### src/rtl/mul_issue_arbiter_pkg.sv
// mul_issue_arbiter_pkg: shared types for the multiply issue arbiter.
package mul_issue_arbiter_pkg;
  localparam int MUL_TAG_W = 6;
  localparam int MUL_XLEN  = 32;
  typedef enum logic [1:0] {MUL_IDLE, MUL_BUSY, MUL_HOLD, MUL_DRAIN} mul_unit_state_t;
  typedef struct packed {
    logic [MUL_TAG_W-1:0] tag;
    logic [MUL_XLEN-1:0]  data;
  } mul_hold_t;
  function automatic int next_idx(int i, int n);
    return (i + 1) % n;
  endfunction
endpackage

### src/rtl/mul_issue_arbiter_if.sv
// mul_issue_arbiter_if: requester, functional-unit and writeback signals of the multiply issue arbiter.
interface mul_issue_arbiter_if
  import mul_issue_arbiter_pkg::*;
#(
  parameter int NUM_REQ = 4,
  parameter int NUM_MUL = 2,
  parameter int TAG_W   = MUL_TAG_W,
  parameter int XLEN    = MUL_XLEN
);
  logic                    flush;
  logic [NUM_REQ-1:0]      req_valid;
  logic [NUM_REQ*TAG_W-1:0] req_tag;
  logic [NUM_REQ-1:0]      req_grant;
  logic [NUM_MUL-1:0]      fu_ready;
  logic [NUM_MUL-1:0]      fu_start;
  logic [NUM_MUL-1:0]      fu_done;
  logic [NUM_MUL*XLEN-1:0] fu_result;
  logic                    wb_valid;
  logic [TAG_W-1:0]        wb_tag;
  logic [XLEN-1:0]         wb_data;
  logic                    wb_ready;
  logic                    err_spurious;
  modport master (
    output flush, req_valid, req_tag, fu_ready, fu_done, fu_result, wb_ready,
    input  req_grant, fu_start, wb_valid, wb_tag, wb_data, err_spurious
  );
  modport slave (
    input  flush, req_valid, req_tag, fu_ready, fu_done, fu_result, wb_ready,
    output req_grant, fu_start, wb_valid, wb_tag, wb_data, err_spurious
  );
endinterface

### src/rtl/mul_issue_arbiter_rr_arbiter.sv
// rr_arbiter: one-hot round-robin pick, searching upward from ptr with wraparound.
module rr_arbiter #(
  parameter int N = 4,
  localparam int PW = N > 1 ? $clog2(N) : 1
) (
  input  logic [N-1:0]  req,
  input  logic [PW-1:0] ptr,
  output logic [N-1:0]  gnt,
  output logic [PW-1:0] idx
);
  logic [PW-1:0] c;
  logic          found;
  always_comb begin
    gnt = '0;
    idx = '0;
    c = '0;
    found = 1'b0;
    for (int k = 0; k < N; k++) begin
      c = PW'((int'(ptr) + k) % N);
      if (!found && req[c]) begin
        gnt[c] = 1'b1;
        idx = c;
        found = 1'b1;
      end
    end
  end
endmodule

### src/rtl/mul_issue_arbiter.sv
// mul_issue_arbiter: issues multiplies to shared units, captures their results
// and drains them to the writeback bus.
module mul_issue_arbiter
  import mul_issue_arbiter_pkg::*;
#(
  parameter int NUM_REQ = 4,
  parameter int NUM_MUL = 2,
  parameter int TAG_W   = MUL_TAG_W,
  parameter int XLEN    = MUL_XLEN
) (
  input logic                clk,
  input logic                rst,
  mul_issue_arbiter_if.slave bus
);
  localparam int RPW = NUM_REQ > 1 ? $clog2(NUM_REQ) : 1;
  localparam int MPW = NUM_MUL > 1 ? $clog2(NUM_MUL) : 1;
  mul_unit_state_t    st_q [NUM_MUL];
  mul_unit_state_t    st_d [NUM_MUL];
  mul_hold_t          hold_q [NUM_MUL];
  mul_hold_t          hold_d [NUM_MUL];
  logic [RPW-1:0]     issue_ptr_q, issue_ptr_d, win_idx;
  logic [MPW-1:0]     wb_ptr_q, wb_ptr_d, wb_arb_idx, wb_sel, lock_idx_q, lock_idx_d;
  logic [NUM_REQ-1:0] win_gnt;
  logic [NUM_MUL-1:0] free, held, tgt_oh, wb_gnt;
  logic [TAG_W-1:0]   win_tag;
  logic               lock_q, lock_d, err_q, err_d, issue_ok, wb_fire;

  rr_arbiter #(.N(NUM_REQ)) u_issue_rr (.req(bus.req_valid), .ptr(issue_ptr_q), .gnt(win_gnt), .idx(win_idx));
  rr_arbiter #(.N(NUM_MUL)) u_wb_rr (.req(held), .ptr(wb_ptr_q), .gnt(wb_gnt), .idx(wb_arb_idx));

  always_comb begin
    for (int j = 0; j < NUM_MUL; j++) begin
      free[j] = st_q[j] == MUL_IDLE && bus.fu_ready[j];
      held[j] = st_q[j] == MUL_HOLD;
    end
  end

  // A stalled writeback keeps presenting the same unit even if a higher-priority unit fills meanwhile
  always_comb begin
    tgt_oh = free & (~free + NUM_MUL'(1));
    issue_ok = rst && !bus.flush && |free && |bus.req_valid;
    win_tag = bus.req_tag[win_idx*TAG_W +: TAG_W];
    wb_sel = lock_q ? lock_idx_q : wb_arb_idx;
    wb_fire = bus.wb_valid && bus.wb_ready;
    issue_ptr_d = issue_ok ? RPW'(next_idx(int'(win_idx), NUM_REQ)) : issue_ptr_q;
    wb_ptr_d = wb_fire ? MPW'(next_idx(int'(wb_sel), NUM_MUL)) : wb_ptr_q;
    lock_d = bus.wb_valid && !bus.wb_ready;
    lock_idx_d = wb_sel;
  end

  assign bus.req_grant    = issue_ok ? win_gnt : '0;
  assign bus.fu_start     = issue_ok ? tgt_oh : '0;
  assign bus.wb_valid     = rst && !bus.flush && |held;
  assign bus.wb_tag       = bus.wb_valid ? hold_q[wb_sel].tag : '0;
  assign bus.wb_data      = bus.wb_valid ? hold_q[wb_sel].data : '0;
  assign bus.err_spurious = err_q;

  always_comb begin
    err_d = err_q;
    for (int j = 0; j < NUM_MUL; j++) begin
      st_d[j] = st_q[j];
      hold_d[j] = hold_q[j];
      if (bus.fu_done[j] && (st_q[j] == MUL_IDLE || st_q[j] == MUL_HOLD)) err_d = 1'b1;
      case (st_q[j])
        MUL_IDLE: if (issue_ok && tgt_oh[j]) begin
          st_d[j] = MUL_BUSY;
          hold_d[j].tag = win_tag;
        end
        MUL_BUSY: if (bus.flush) st_d[j] = bus.fu_done[j] ? MUL_IDLE : MUL_DRAIN;
          else if (bus.fu_done[j]) begin
            st_d[j] = MUL_HOLD;
            hold_d[j].data = bus.fu_result[j*XLEN +: XLEN];
          end
        MUL_HOLD: if (bus.flush || (wb_fire && (lock_q ? lock_idx_q == MPW'(j) : wb_gnt[j]))) st_d[j] = MUL_IDLE;
        default: if (bus.fu_done[j]) st_d[j] = MUL_IDLE;
      endcase
    end
  end

  always_ff @(posedge clk) begin
    if (!rst) begin
      for (int j = 0; j < NUM_MUL; j++) begin
        st_q[j] <= MUL_IDLE;
        hold_q[j] <= '0;
      end
      issue_ptr_q <= '0;
      wb_ptr_q <= '0;
      lock_q <= 1'b0;
      lock_idx_q <= '0;
      err_q <= 1'b0;
    end else begin
      st_q <= st_d;
      hold_q <= hold_d;
      issue_ptr_q <= issue_ptr_d;
      wb_ptr_q <= wb_ptr_d;
      lock_q <= lock_d;
      lock_idx_q <= lock_idx_d;
      err_q <= err_d;
    end
  end
endmodule
### src/flat_wrapper.sv
// flat-port wrapper written by rule: the top's interface ports become plain ports
module mul_issue_arbiter_flat import mul_issue_arbiter_pkg::*;
#(
  parameter int NUM_REQ = 4,
  parameter int NUM_MUL = 2,
  parameter int TAG_W   = MUL_TAG_W,
  parameter int XLEN    = MUL_XLEN
)
  (clk, rst, bus_flush, bus_req_valid, bus_req_tag, bus_fu_ready, bus_fu_done, bus_fu_result, bus_wb_ready, bus_req_grant, bus_fu_start, bus_wb_valid, bus_wb_tag, bus_wb_data, bus_err_spurious);
  mul_issue_arbiter_if #(.NUM_REQ(NUM_REQ), .NUM_MUL(NUM_MUL), .TAG_W(TAG_W), .XLEN(XLEN)) bus_i ();
  input logic clk;
  input logic rst;
  input wire logic [$bits(bus_i.flush)-1:0] bus_flush;
  input wire logic [$bits(bus_i.req_valid)-1:0] bus_req_valid;
  input wire logic [$bits(bus_i.req_tag)-1:0] bus_req_tag;
  input wire logic [$bits(bus_i.fu_ready)-1:0] bus_fu_ready;
  input wire logic [$bits(bus_i.fu_done)-1:0] bus_fu_done;
  input wire logic [$bits(bus_i.fu_result)-1:0] bus_fu_result;
  input wire logic [$bits(bus_i.wb_ready)-1:0] bus_wb_ready;
  output wire logic [$bits(bus_i.req_grant)-1:0] bus_req_grant;
  output wire logic [$bits(bus_i.fu_start)-1:0] bus_fu_start;
  output wire logic [$bits(bus_i.wb_valid)-1:0] bus_wb_valid;
  output wire logic [$bits(bus_i.wb_tag)-1:0] bus_wb_tag;
  output wire logic [$bits(bus_i.wb_data)-1:0] bus_wb_data;
  output wire logic [$bits(bus_i.err_spurious)-1:0] bus_err_spurious;
  assign bus_i.flush = bus_flush;
  assign bus_i.req_valid = bus_req_valid;
  assign bus_i.req_tag = bus_req_tag;
  assign bus_i.fu_ready = bus_fu_ready;
  assign bus_i.fu_done = bus_fu_done;
  assign bus_i.fu_result = bus_fu_result;
  assign bus_i.wb_ready = bus_wb_ready;
  assign bus_req_grant = bus_i.req_grant;
  assign bus_fu_start = bus_i.fu_start;
  assign bus_wb_valid = bus_i.wb_valid;
  assign bus_wb_tag = bus_i.wb_tag;
  assign bus_wb_data = bus_i.wb_data;
  assign bus_err_spurious = bus_i.err_spurious;
  mul_issue_arbiter #(.NUM_REQ(NUM_REQ), .NUM_MUL(NUM_MUL), .TAG_W(TAG_W), .XLEN(XLEN)) u_core (.clk(clk), .rst(rst), .bus(bus_i));
endmodule
### config.mk
export PLATFORM = sky130hd
export DESIGN_NAME = mul_issue_arbiter_flat
export DESIGN_NICKNAME = d
export VERILOG_FILES = /design/src/rtl/mul_issue_arbiter_pkg.sv /design/src/rtl/mul_issue_arbiter_if.sv /design/src/rtl/mul_issue_arbiter_rr_arbiter.sv /design/src/rtl/mul_issue_arbiter.sv /design/src/flat_wrapper.sv
export SDC_FILE = /design/constraint.sdc
export NUM_CORES = 1
export LEC_CHECK = 0
export ABC_AREA = 1
export ABC_CLOCK_PERIOD_IN_PS = 2700
export CORE_MARGIN = 3
export CORE_UTILIZATION = 47
export DETAILED_ROUTE_END_ITERATION = 12
export GPL_TIMING_DRIVEN = 0
export HOLD_SLACK_MARGIN = 0.15
export PLACE_DENSITY = 0.87
export SYNTH_ARGS = -nofsm -noshare
export SYNTH_HDL_FRONTEND = slang
export SYNTH_SLANG_ARGS = --single-unit
### constraint.sdc
create_clock -name clk -period 2.7 [get_ports clk]
set_clock_uncertainty 0.15 [all_clocks]
set_input_delay 0.54 -clock clk [delete_from_list [all_inputs] [get_ports clk]]
set_output_delay 0.54 -clock clk [all_outputs]
set_load 0.02 [all_outputs]
# Word-level counts from Yosys, hierarchy flattened
# Cells that the tools add are included.
totals:
  reg_bits: 86
  out_inout_bits: 46
  input_bits: 100
  word_cells: 166
classes:
  add_sub_neg: 7
  eq_ne: 10
  n_bitwise: 9
  shifts: 1
  mux: 66
  mul: 1
  reduce_logical: 48
  magnitude_cmp: 13
op_table:
  columns: ["cell", "n"]
  rows:
  - ["$mux 38", 3]
  - ["$mux 2", 19]
  - ["$mux 32", 1]
  - ["$mux 1", 25]
  - ["$logic_and 1x1->1", 24]
  - ["$shiftx 24x6->6", 1]
  - ["$mux 4", 5]
  - ["$lt 2x3->1 const B", 4]
  - ["$or 4x4->4", 3]
  - ["$pmux 2 s3", 2]
  - ["$bmux 1 s2", 4]
  - ["$demux 1 s2", 4]
  - ["$ge 2x1->1 const B", 4]
  - ["$ne 2x2->1 const B", 4]
  - ["$reduce_and 4->1", 2]
  - ["$reduce_bool 4->1", 2]
  - ["$add 2x1->2 const B", 3]
  - ["$logic_not 1->1", 6]
  - ["$mux 6", 1]
  - ["$ne 3x3->1 const B", 2]
  - ["$reduce_and 3->1", 2]
  - ["$add 2x2->2 const B", 2]
  - ["$eq 2x1->1 const B", 2]
  - ["$eq 2x2->1 const B", 2]
  - ["other kinds (17)", 28]

# Logic depth before layout (Yosys ltp)
# Gate-level depths: netlist of run 1.
depth:
  depth_word: 14
  depth_mapped: 17
  depth_no_buf: 15

# Cells and area by module
# From an unflattened synthesis of run 1, not the netlist that was laid out.
unflattened:
  hier_cells: 683
  hier_area_um2: 4493.1
modules_own_cells:
  columns: ["module", "cells_each", "area_each_um2", "seq_area_each_um2", "n_inst"]
  rows:
  - ["mul_issue_arbiter", 596, 3948.8, 1721.7, 1]
  - ["rr_arbiter at u_core.u_issue_rr", 82, 515.5, 0.0, 1]
  - ["rr_arbiter at u_core.u_wb_rr", 5, 28.8, 0.0, 1]

# Worst setup path after synthesis of run 1
# Ideal clock, no wire load.
synth_timing:
  path_kind: "input to output"
  start: "in rst"
  end: "out bus_wb_data[0]"
  n_path_buf: 3
  slack_ns: 0.088
  path_stages: 9
  t_arrival_ns: 1.922
  required_time_ns: 2.010
  cell_sequence: "buf_2 inv_1 nor2_1 o21ai_1 inv_1 clkbuf_1 buf_2 o21ai_0 nor2_1"
synth_between:
  elab_chain_cells: 3
synth_lines:
  columns: ["item", "line", "text"]
  rows:
  - ["start, declared", "flat_wrapper.sv:12", "input logic rst;"]
  - ["$logic_and 1x1->1 (2 in series)", "mul_issue_arbiter.sv:53", "assign bus.wb_valid = rst && !bus.flush && |held;"]
  - ["via bus_wb_valid", "flat_wrapper.sv:22", "output wire logic [$bits(bus_i.wb_valid)-1:0] bus_wb_valid;"]
  - ["$mux 32", "mul_issue_arbiter.sv:55", "assign bus.wb_data = bus.wb_valid ? hold_q[wb_sel].data : '0;"]
  - ["end, declared", "flat_wrapper.sv:24", "output wire logic [$bits(bus_i.wb_data)-1:0] bus_wb_data;"]
# The timed path passes the listed nets, and every way through them passes these cells.

# Worst setup path in the final report of run 1
layout_timing:
  start: "reg u_core.issue_ptr_q[1]"
  end: "out bus_req_grant[3]"
layout_between:
  elab_chain_cells: 13
  word_cells_on_any_way: 48
  classes_between: "add/sub: 3; order compare: 8; mux: 24; bitwise: 3; reduce/logical: 10"
layout_lines:
  columns: ["item", "line", "text"]
  rows:
  - ["start, declared", "mul_issue_arbiter.sv:21", "logic [RPW-1:0] issue_ptr_q, issue_ptr_d, win_idx;"]
  - ["start signal, assigned", "mul_issue_arbiter.sv:94", "issue_ptr_q <= issue_ptr_d;"]
  - ["branches (longest 11 deep; another with $lt 2x3->1)", null, null]
  - ["$mux 4 (*)", "mul_issue_arbiter_rr_arbiter.sv:20", "if (!found && req[c]) begin"]
  - ["$mux 4 (*)", "mul_issue_arbiter.sv:51", "assign bus.req_grant = issue_ok ? win_gnt : '0;"]
  - ["end, declared", "flat_wrapper.sv:20", "output wire logic [$bits(bus_i.req_grant)-1:0] bus_req_grant;"]
# Mark *: on every way between the ends. The select of a mux whose other input is x is not followed.

==> key figures, run 1 <==
Run status
  – Status: complete, no violations

Synth
  – Post-Syn Nets: 827
  – Share of the synthesized area in the top cell type: 0.374
  – Ys flop type: dfxtp_1
  – Commonest cells post-synth: nor2_1 (219), o21ai_0 (110), dfxtp_1 (86)
  – Syn avg cell area: 6.40 um2
  – Netlist cell types: 33
  – Most numerous cell in the Yosys netlist: nor2_1
  – Yosys Warn Count: 0
  – Synthesized cell area: roughly 4600 um2
  – Yosys top cell by area: dfxtp_1
  – Post-synthesis sequential element count: 86
  – Seq/Total Area, Yosys: 0.374
  – Mapped Cells: 720
  – Largest cells by area after synthesis: dfxtp_1 (37%), nor2_1 (18%), o21ai_0 (12%)
  – FFs w/ async S/R, synth: 0
  – Post-synth EDFFs: 0

Global route
  – Vias in the first global route: approximately 4900
  – Largest net degree at the start of global routing: 16
  – Initial antenna violation count: 0
  – GR Overflow Total: 0
  – First-pass GRT wire length: 23.2 mm
  – Global-route usage over all layers: 0.256

Floorplanning
  – Die width: about 100 um
  – Chip Height: ~100 um
  – I/O pin count: 146
  – Die area: ~11000 um2
  – Number of core rows: 35
  – Core ar.: 9370 um2
  – Initial Util: 0.491

Pwr
  – Switching Fraction: 0.422
  – Sequential share of power: 0.331
  – Clk pwr share: 0.183
  – Int Pwr: 2.68 mW
  – PD cells: 701 nW/um2
  – Logic pwr share: 0.487
  – Static leakage: ~3.1 nW
  – Psw: 1.96 mW
  – Worst VDD drop: about 0.36 mV

Layout
  – Fill cells: 781
  – Share of layout cells above drive strength 1: 0.170
  – Final nets: ~1000
  – Utilization after layout: 0.706
  – Fin area: 6610 um2
  – N_diodes: 0
  – Area Overhead vs Synth: 43.6%
  – Finished Layout Cells: between 1000 and 1500

Setup path
  – Crit Reg-Reg Endpoint: u_core.hold_q[72]
  – Crit path kind: reg -> out
  – Worst setup SP type: register
  – Top cell by count, worst path: nand2_4
  – Critical path arrival: 1970 ps
  – Crit-path cells: clkinvlp_4, ha_4, inv_4, nand2_4, nand2_4, nor2_8, nand2_4, inv_4, nand3_2, nand4_1, nand2_1, inv_1, buf_6
  – Cells on worst reg2reg path: 15
  – Max incr delay on CP: between 300 and 400 ps
  – Max Fanout on Critical Path: 4
  – R2R Setup Slk: 350 ps
  – Worst Setup End Kind: output pin
  – Worst Path Required: 2010 ps
  – R2r startpoint: u_core.issue_ptr_q[1]
  – Slowest CP cell: dfxtp_4

Route
  – Via density: slightly above 5
  – DR WL/cell: 14.4 um
  – Count of TritonRoute iterations in the first routing pass: 8
  – Via count: 5298
  – Starting DRT DRC Count: 382
  – Post-route ant nets: 0
  – # DRC: 0
  – Final wirelength: about 15 mm

Placed design
  – Area after DPL: 6210 um2
  – Dpl ws: -926 ps
  – # placed instances: 993
  – GP Congestion: 0.920
  – Hpwl dp: ~10 mm
  – IO buf count: 144

Clock tree
  – CTS Hold Bufs: 0
  – Clk buf depth: 2
  – CTS tree: built
  – TritonCTS Buffers: 9
  – Worst-path clk slew: 90 ps
  – H-tree Lvls: 3
  – CTS Sinks: 86
  – Clk root buf: clkbuf_8
  – Clock latency on the worst-skew pair: approximately 350 ps

Timing
  – Setup violators final: 0
  – Final worst slack: 41.5 ps
  – F_max: 376 MHz
  – Setup TNS: 0 ps
  – Worst Max-Slew Pin Slew: ~750 ps
  – Endpoints failing hold: 0
  – Fin crit share: 0.985
  – Min Tclk post-route: around 2700 ps
  – Relative slew slack: 0.494
  – Unrepaired setup endpoints after global routing: yes
  – Pins Over Slew Limit: 0

Worst hold path
  – Hold Path Class: reg -> reg
  – Hold Crit Depth: 2
  – Hold Startpoint: u_core.hold_q[19]
  – Hold Path Sink: u_core.hold_q[19]

Run
  – Total of max-cap violations: 0
## routing by layer
| metal | global-route usage | wire [um] | vias to the layer above |
|---|---|---|---|
| met2 | 0.433 | 7120 | 257 |
| met4 | 0.0862 | 394 | 0 |
| li1 | - | - | 2616 |
| met5 | 0 | 0 | - |
| met3 | 0.0531 | 1110 | 39 |
| met1 | 0.323 | 6120 | 2386 |
## flip-flops by register name, summed over array words and instances (netlist names)
name                     cells
u_core.bus.err_spurious      1
u_core.hold_q               76
u_core.issue_ptr_q           2
u_core.lock_idx_q            1
u_core.lock_q                1
u_core.st_q                  4
u_core.wb_ptr_q              1
## logic make-up after synthesis
family,synth area share
AND/OR/NAND/NOR,0.350
adder cells (fa/ha/maj),0.0190
buffers and inverters,0.106
AO/OA/AOI/OAI,0.151
flip-flops,0.374
## layout make-up
type	count	area, um2	area share
buffer	36	236	0.0358
clock buffer	10	138	0.0208
clock inverter	6	46.3	0.00700
inverter	81	325	0.0492
multi-input combinational	515	2540	0.384
sequential	86	1740	0.263
tap	129	161	0.0244
timing repair buffer	159	1430	0.216
## worst max-delay path: cells and delay by family, from the launching register on
kind,cells,cell delay (ps)
flops,1,380
simple gates,7,490
buf+inv,5,410
fa+ha+maj,1,310
## power by group through the flow
stage,Clock [mW],Sequential [mW],Combinational (mW)
after floorplan,0,1.52,1.32
after global placement,0,1.54,1.86
after detailed placement,0,1.54,1.89
after CTS,0.854,1.52,2.07
after global routing,0.893,1.55,2.49
final,0.847,1.53,2.26
## timing repair
| item | 4_1_cts | 5_1_grt |
|---|---|---|
| pin swaps | 8 | 18 |
| resized for setup | 205 | 62 |
| gates cloned | 1 | 0 |
| setup buffers | 9 | 6 |
| endpoints found under the setup margin | 45 | 45 |
## stage by stage
step           hold WS (ps)  total power, mW
4_1_cts                 342             4.45
2_1_floorplan           306             2.85
3_5_place_dp            323             3.43
5_1_grt                 366             4.93
6_report                339             4.64
3_3_place_gp            314             3.40
## cell usage in the layout, fill, tap and decap left out, types with 9 or more instances in the layout
cell	count
a21oi_1	16
buf_2	21
buf_4	20
buf_6	11
clkbuf_1	19
clkbuf_8	13
clkdlybuf4s15_2	10
clkdlybuf4s50_1	94
dfxtp_1	80
inv_1	69
nand2_1	59
nand2_2	10
nand2_4	9
nand3_1	47
nand3_2	12
nor2_1	216
o21ai_0	106
## worst max path at each step
| stage | depth (start not counted) | startpoint | end |
|---|---|---|---|
| detailed placement | 9 | bus_flush | bus_wb_data[10] |
| floorplan | 9 | rst | bus_wb_data[0] |
| finish | 13 | u_core.issue_ptr_q[1] | bus_req_grant[3] |
| global placement | 9 | bus_flush | bus_wb_data[11] |
| global route | 13 | u_core.issue_ptr_q[1] | bus_req_grant[1] |
| CTS | 12 | u_core.issue_ptr_q[1] | bus_req_grant[1] |
(Power assumes the default switching activity.)
==> inputs of run 2 (changes only) <==
--- a/config.mk
+++ b/config.mk
@@ -10,6 +10,7 @@
 export CORE_MARGIN = 3
 export CORE_UTILIZATION = 47
 export DETAILED_ROUTE_END_ITERATION = 12
+export GPL_ROUTABILITY_DRIVEN = 1
 export GPL_TIMING_DRIVEN = 0
 export HOLD_SLACK_MARGIN = 0.15
 export PLACE_DENSITY = 0.87
==> results of run 2 <==
Same layout as run 1: the final DEF is identical, and so are final timing and power.
==> RTL change 1 (flow settings as in run 1) <==
`NUM_MUL` is set to 2 in 3 places; all go to 4.
--- a/src/rtl/mul_issue_arbiter_if.sv
+++ b/src/rtl/mul_issue_arbiter_if.sv
@@ -5,3 +5,3 @@
   parameter int NUM_REQ = 4,
-  parameter int NUM_MUL = 2,
+  parameter int NUM_MUL = 4,
   parameter int TAG_W   = MUL_TAG_W,
--- a/src/rtl/mul_issue_arbiter.sv
+++ b/src/rtl/mul_issue_arbiter.sv
@@ -6,3 +6,3 @@
   parameter int NUM_REQ = 4,
-  parameter int NUM_MUL = 2,
+  parameter int NUM_MUL = 4,
   parameter int TAG_W   = MUL_TAG_W,
--- a/src/flat_wrapper.sv
+++ b/src/flat_wrapper.sv
@@ -4,3 +4,3 @@
   parameter int NUM_REQ = 4,
-  parameter int NUM_MUL = 2,
+  parameter int NUM_MUL = 4,
   parameter int TAG_W   = MUL_TAG_W,
Ports: changed (resized bus_fu_done, bus_fu_ready, bus_fu_result and bus_fu_start); port bits go from 146 to 216. No check against the original RTL was run, so the function may have changed too.
==> RTL change 1 against run 1 <==
Core utilization is 6.1 points higher; total power grew to 3.4 times the old value; the run now ends with negative setup slack left; highest routed layer unchanged; non-clock buffer count is 157 higher; worst setup slack worse by 0.89 ns; cell area is 110% higher; count of clock-buffer cells in the layout is 13 higher; sequential cell count is 82 higher; routed wire length grew to 2.6 times the old value; combinational power grew to 4.6 times the old value; synthesized area is 96% higher; largest power group unchanged.
==> RTL change 1: results <==
grt:
  grt_pass1_vias: 10600
  grt_start_max_net_pins: 17
  grt_use_total: 0.342
  overflow: 0
  grt_pass1_wl_um: 55300
synthesis:
  synth-adder-area-share: 0.0250
  synthDistinctLibCells: 30
  syn-num-nets: 1524
  ys_seq_area_frac: 0.373
  synth.area.top_cells: "dfxtp_1 (37%), a21oi_1 (9.4%), o21ai_0 (9.2%)"
  synth_xor_area_frac: 0
  synth_compound_area_frac: 0.210
  synth-warning-count: 0
  ys_top_cells_by_count: "nand2_1 (208), a21oi_1 (169), dfxtp_1 (168)"
  synth_async_sr_flop_share: 0
layout:
  drive_gt1_frac: 0.242
  top_regs: "u_core.hold_q (152), u_core.st_q (8)"
  fin_area_um2: 14100
  final_nets: 1807
placement:
  place_area_um2: 11800
  dp_hpwl_um: 23400
  io_buffers: 213
  gp_congestion: 0.932
  pre_cts_slack_ns: -1.07
hold_path:
  min_from: "u_core.hold_q[79]"
  hp-class: "reg -> reg"
drt:
  via_per_inst: 6.08
  drt-total-wl_um: 39000
  drt_iter0_drc: 1458
  firstDrtPassIters: 10
worst_setup_path:
  crit_fanout: 9
  slowest_stage: "dfxtp_4"
  startpoint: "u_core.wb_ptr_q[0]"
  max_stage_delay_ns: 0.38
  crit_family: "simple AND/OR/NAND/NOR gates"
  r2r_start: "u_core.issue_ptr_q[0]"
clock_tree:
  cts_root_buf: "clkbuf_16"
  htreeDepth: 4
  cts_max_path_buffers: 2
  insertion_delay_ns: 0.44
  clk_pin_slew_ns: 0.07
  cts_inserted_buffers: 17
power:
  p_leak_uw: 0.00553
  vdd_drop_max_uv: 748
outcome:
  violations: "negative setup slack"
  status: "finished, violations left"
sta:
  setup_tns_ns: -29.82
  setup_viol: 45
  final.setup.worst_slack_ns: -0.851
  worstMarginPinSlew_ns: 0.679
==> RTL change 1: cell count changes after synthesis, moves of 78 or more <==
cell / before / now
nand3_1: 58 / 136
nor2_1: 219 / 103
a21oi_1: 16 / 169
dfxtp_1: 86 / 168
nand2_1: 67 / 208
inv_1: 78 / 166
==> RTL change 1: path summary, 6_finish.rpt <==
| check | endpoint | slack (ns) | cells past startpoint |
|---|---|---|---|
| worst max-delay path | bus_wb_data[30] | -0.85 | 17 |
| worst min-delay path | u_core.hold_q[79] | 0.31 | 2 |
| worst max register to register | u_core.hold_q[75] | 0.16 | 16 |
| worst min register to register | u_core.hold_q[79] | 0.31 | 2 |
==> RTL change 1: stage by stage <==
step	total power, uW	hold slack [ns]	instances
6_report	15800	0.305	1864
2_1_floorplan	7640	0.280	1338
5_1_grt	16300	0.325	1863
3_5_place_dp	9480	0.295	1780
3_3_place_gp	9350	0.288	1780
4_1_cts	14200	0.304	1854
==> RTL change 1: layer usage <==
layer / GRT usage / part of all wire
met5: 0 / 0
met1: 0.417 / 0.35
met2: 0.547 / 0.45
met4: 0.214 / 0.076
met3: 0.0754 / 0.12
==> RTL change 1: timing repair <==
action | CTS | global route
pin swaps | 48 | 41
gates resized for setup | 476 | 80
gates cloned | 2 | 1
hold buffers | 0 | 0
endpoints found under the setup margin | 73 | 72
buffers inserted | 42 | 10
==> RTL change 1: layout make-up <==
class	count	area (um2)
inverters	175	703
fillers	1165	4290
flip-flops and latches	168	3380
clock buffers	23	488
multi-input cells	907	5820
diodes	1	2.50
clock inverters	9	115
plain buffers	85	608
well taps	229	287
repair buffers	267	2700
==> RTL change 1: power breakdown <==
group	leakage, uW	total (uW)	internal, uW	switching, uW
logic	0.00387	10300	3840	6450
registers	0.00137	2970	2800	176
clock network	0.000290	2530	1470	1060
==> RTL change 2 (settings of run 1) <==
Without the edit above. Reset style: asynchronous (`rst`), changed in one clocked block.
--- a/src/rtl/mul_issue_arbiter.sv
+++ b/src/rtl/mul_issue_arbiter.sv
@@ -79,3 +79,3 @@
 
-  always_ff @(posedge clk) begin
+  always_ff @(posedge clk or negedge rst) begin
     if (!rst) begin
Formal check against the unedited RTL: differs if rst is asserted again (counterexample within 4 cycles, from zero or initial values and one cycle with rst low); with rst held inactive, the same outputs for 4 cycles.
==> RTL change 2 against run 1 <==
The flow now finishes with violations (negative setup slack); largest cell class unchanged; cell area rose by 7.5%; register-to-register slack worse by 0.08 ns; routed wire length increased by 3.9%; sequential cell count unchanged; synthesized area is 4.5% higher; worst setup slack worse by 0.23 ns; count of clock-buffer cells in the layout up 1.
Power is not compared: it rests on default switching activity, and its combinational part moved more than twofold at a synthesized area within 25%.
==> RTL change 2: results <==
synthesis:
  synth_top_area_frac: 0.447
  ys_seq_area_frac: 0.447
  synthDistinctLibCells: 36
  avgSynthCellArea_um2: 9.15
  yosys_most_used_dff: "dfrtp_1"
  synth_async_sr_flop_share: 1.00
  synth.area.top_cells: "dfrtp_1 (45%), mux2_2 (15%), nor2_1 (6.8%)"
  synthCells: 526
layout:
  drive_gt1_frac: 0.353
  seq_cells: 86
  seq-cell-share: 0.303
  n_fill_cell: 665
  num-clock-buffers: 11
  buf_share: 0.267
  nMultiInputCombCells: 380
  buffers_excl_clock: 202
  inverters: 38
  clkCellAreaFrac: 0.0273
  multi_input_area_share: 0.355
placement:
  io_buffers: 145
  pre_cts_slack_ns: -1.12
  place_area_um2: 6460
  dp.cells: 805
  gp_congestion: 0.850
grt:
  grt_start_max_net_pins: 52
  grt_pass1_vias: 4736
  grt_use_total: 0.251
  grt_pass1_wl_um: 22900
sta:
  final.setup.worst_slack_ns: -0.191
  setup_tns_ns: -0.603
  setup_viol: 4
  maxSlewHeadroom: 0.560
worst_setup_path:
  max_stage_delay_ns: 0.50
  crit_family: "flip-flops"
  cp.arrival_ns: 2.20
drt:
  via_per_inst: 5.36
  drt-total-wl_um: 15300
  drt_iter0_drc: 241
outcome:
  violations: "negative setup slack"
  status: "finished, violations left"
RTL change 2: cell types whose count changed in the layout (fill, tap and decap cells not counted), moves of 46 or more:
cell and change:
o21ai_0 -84, dfrtp_1 +84, dfxtp_1 -80, mux2_2 +64, nor2_1 -142, inv_1 -46
RTL change 2: per-layer routing:
layer	vias to the layer above	part of all wire	global-route usage
li1	2134	-	-
met1	2236	0.38	0.306
met2	177	0.54	0.449
met3	35	0.053	0.0439
met4	0	0.027	0.0831
met5	-	0	0
RTL change 2: logic make-up (layout without fill, tap and decap cells):
| kind of cell | Yosys count | after routing | synth area share |
|---|---|---|---|
| AOI/OAI and AO/OA | 61 | 61 | 0.0684 |
| and+or+nand+nor | 247 | 247 | 0.258 |
| muxes | 64 | 64 | 0.150 |
| DFF | 86 | 86 | 0.447 |
| buffers and inverters | 60 | 256 | 0.0564 |
| adders and majority gates | 8 | 8 | 0.0208 |
RTL change 2: path summary, 6_finish.rpt:
check / startpoint / to / slack, ns / cells past startpoint
max: u_core.issue_ptr_q[0] / bus_req_grant[2] / -0.19 / 13
min: u_core.hold_q[72] / u_core.hold_q[72] / 0.33 / 2
max reg2reg: u_core.issue_ptr_q[0] / u_core.hold_q[75] / 0.27 / 16
min reg2reg: u_core.hold_q[72] / u_core.hold_q[72] / 0.33 / 2
max in group asynchronous: rst / u_core.hold_q[35] / 1.43 / 3
min in group asynchronous: rst / u_core.hold_q[14] / 0.72 / 3
RTL change 2: timing repair:
item,CTS,global route
cloned,0,4
hold buffers,2,0
buffers inserted,21,9
pin swaps,8,23
setup endpoints to repair,45,45
resized for setup,199,112
endpoints found under the hold margin,35,0
RTL change 2: power by group:
part           switching (uW)  internal, uW
registers                 375          1910
logic                    2650          2200
clock network             477           393
total                    3510          4500
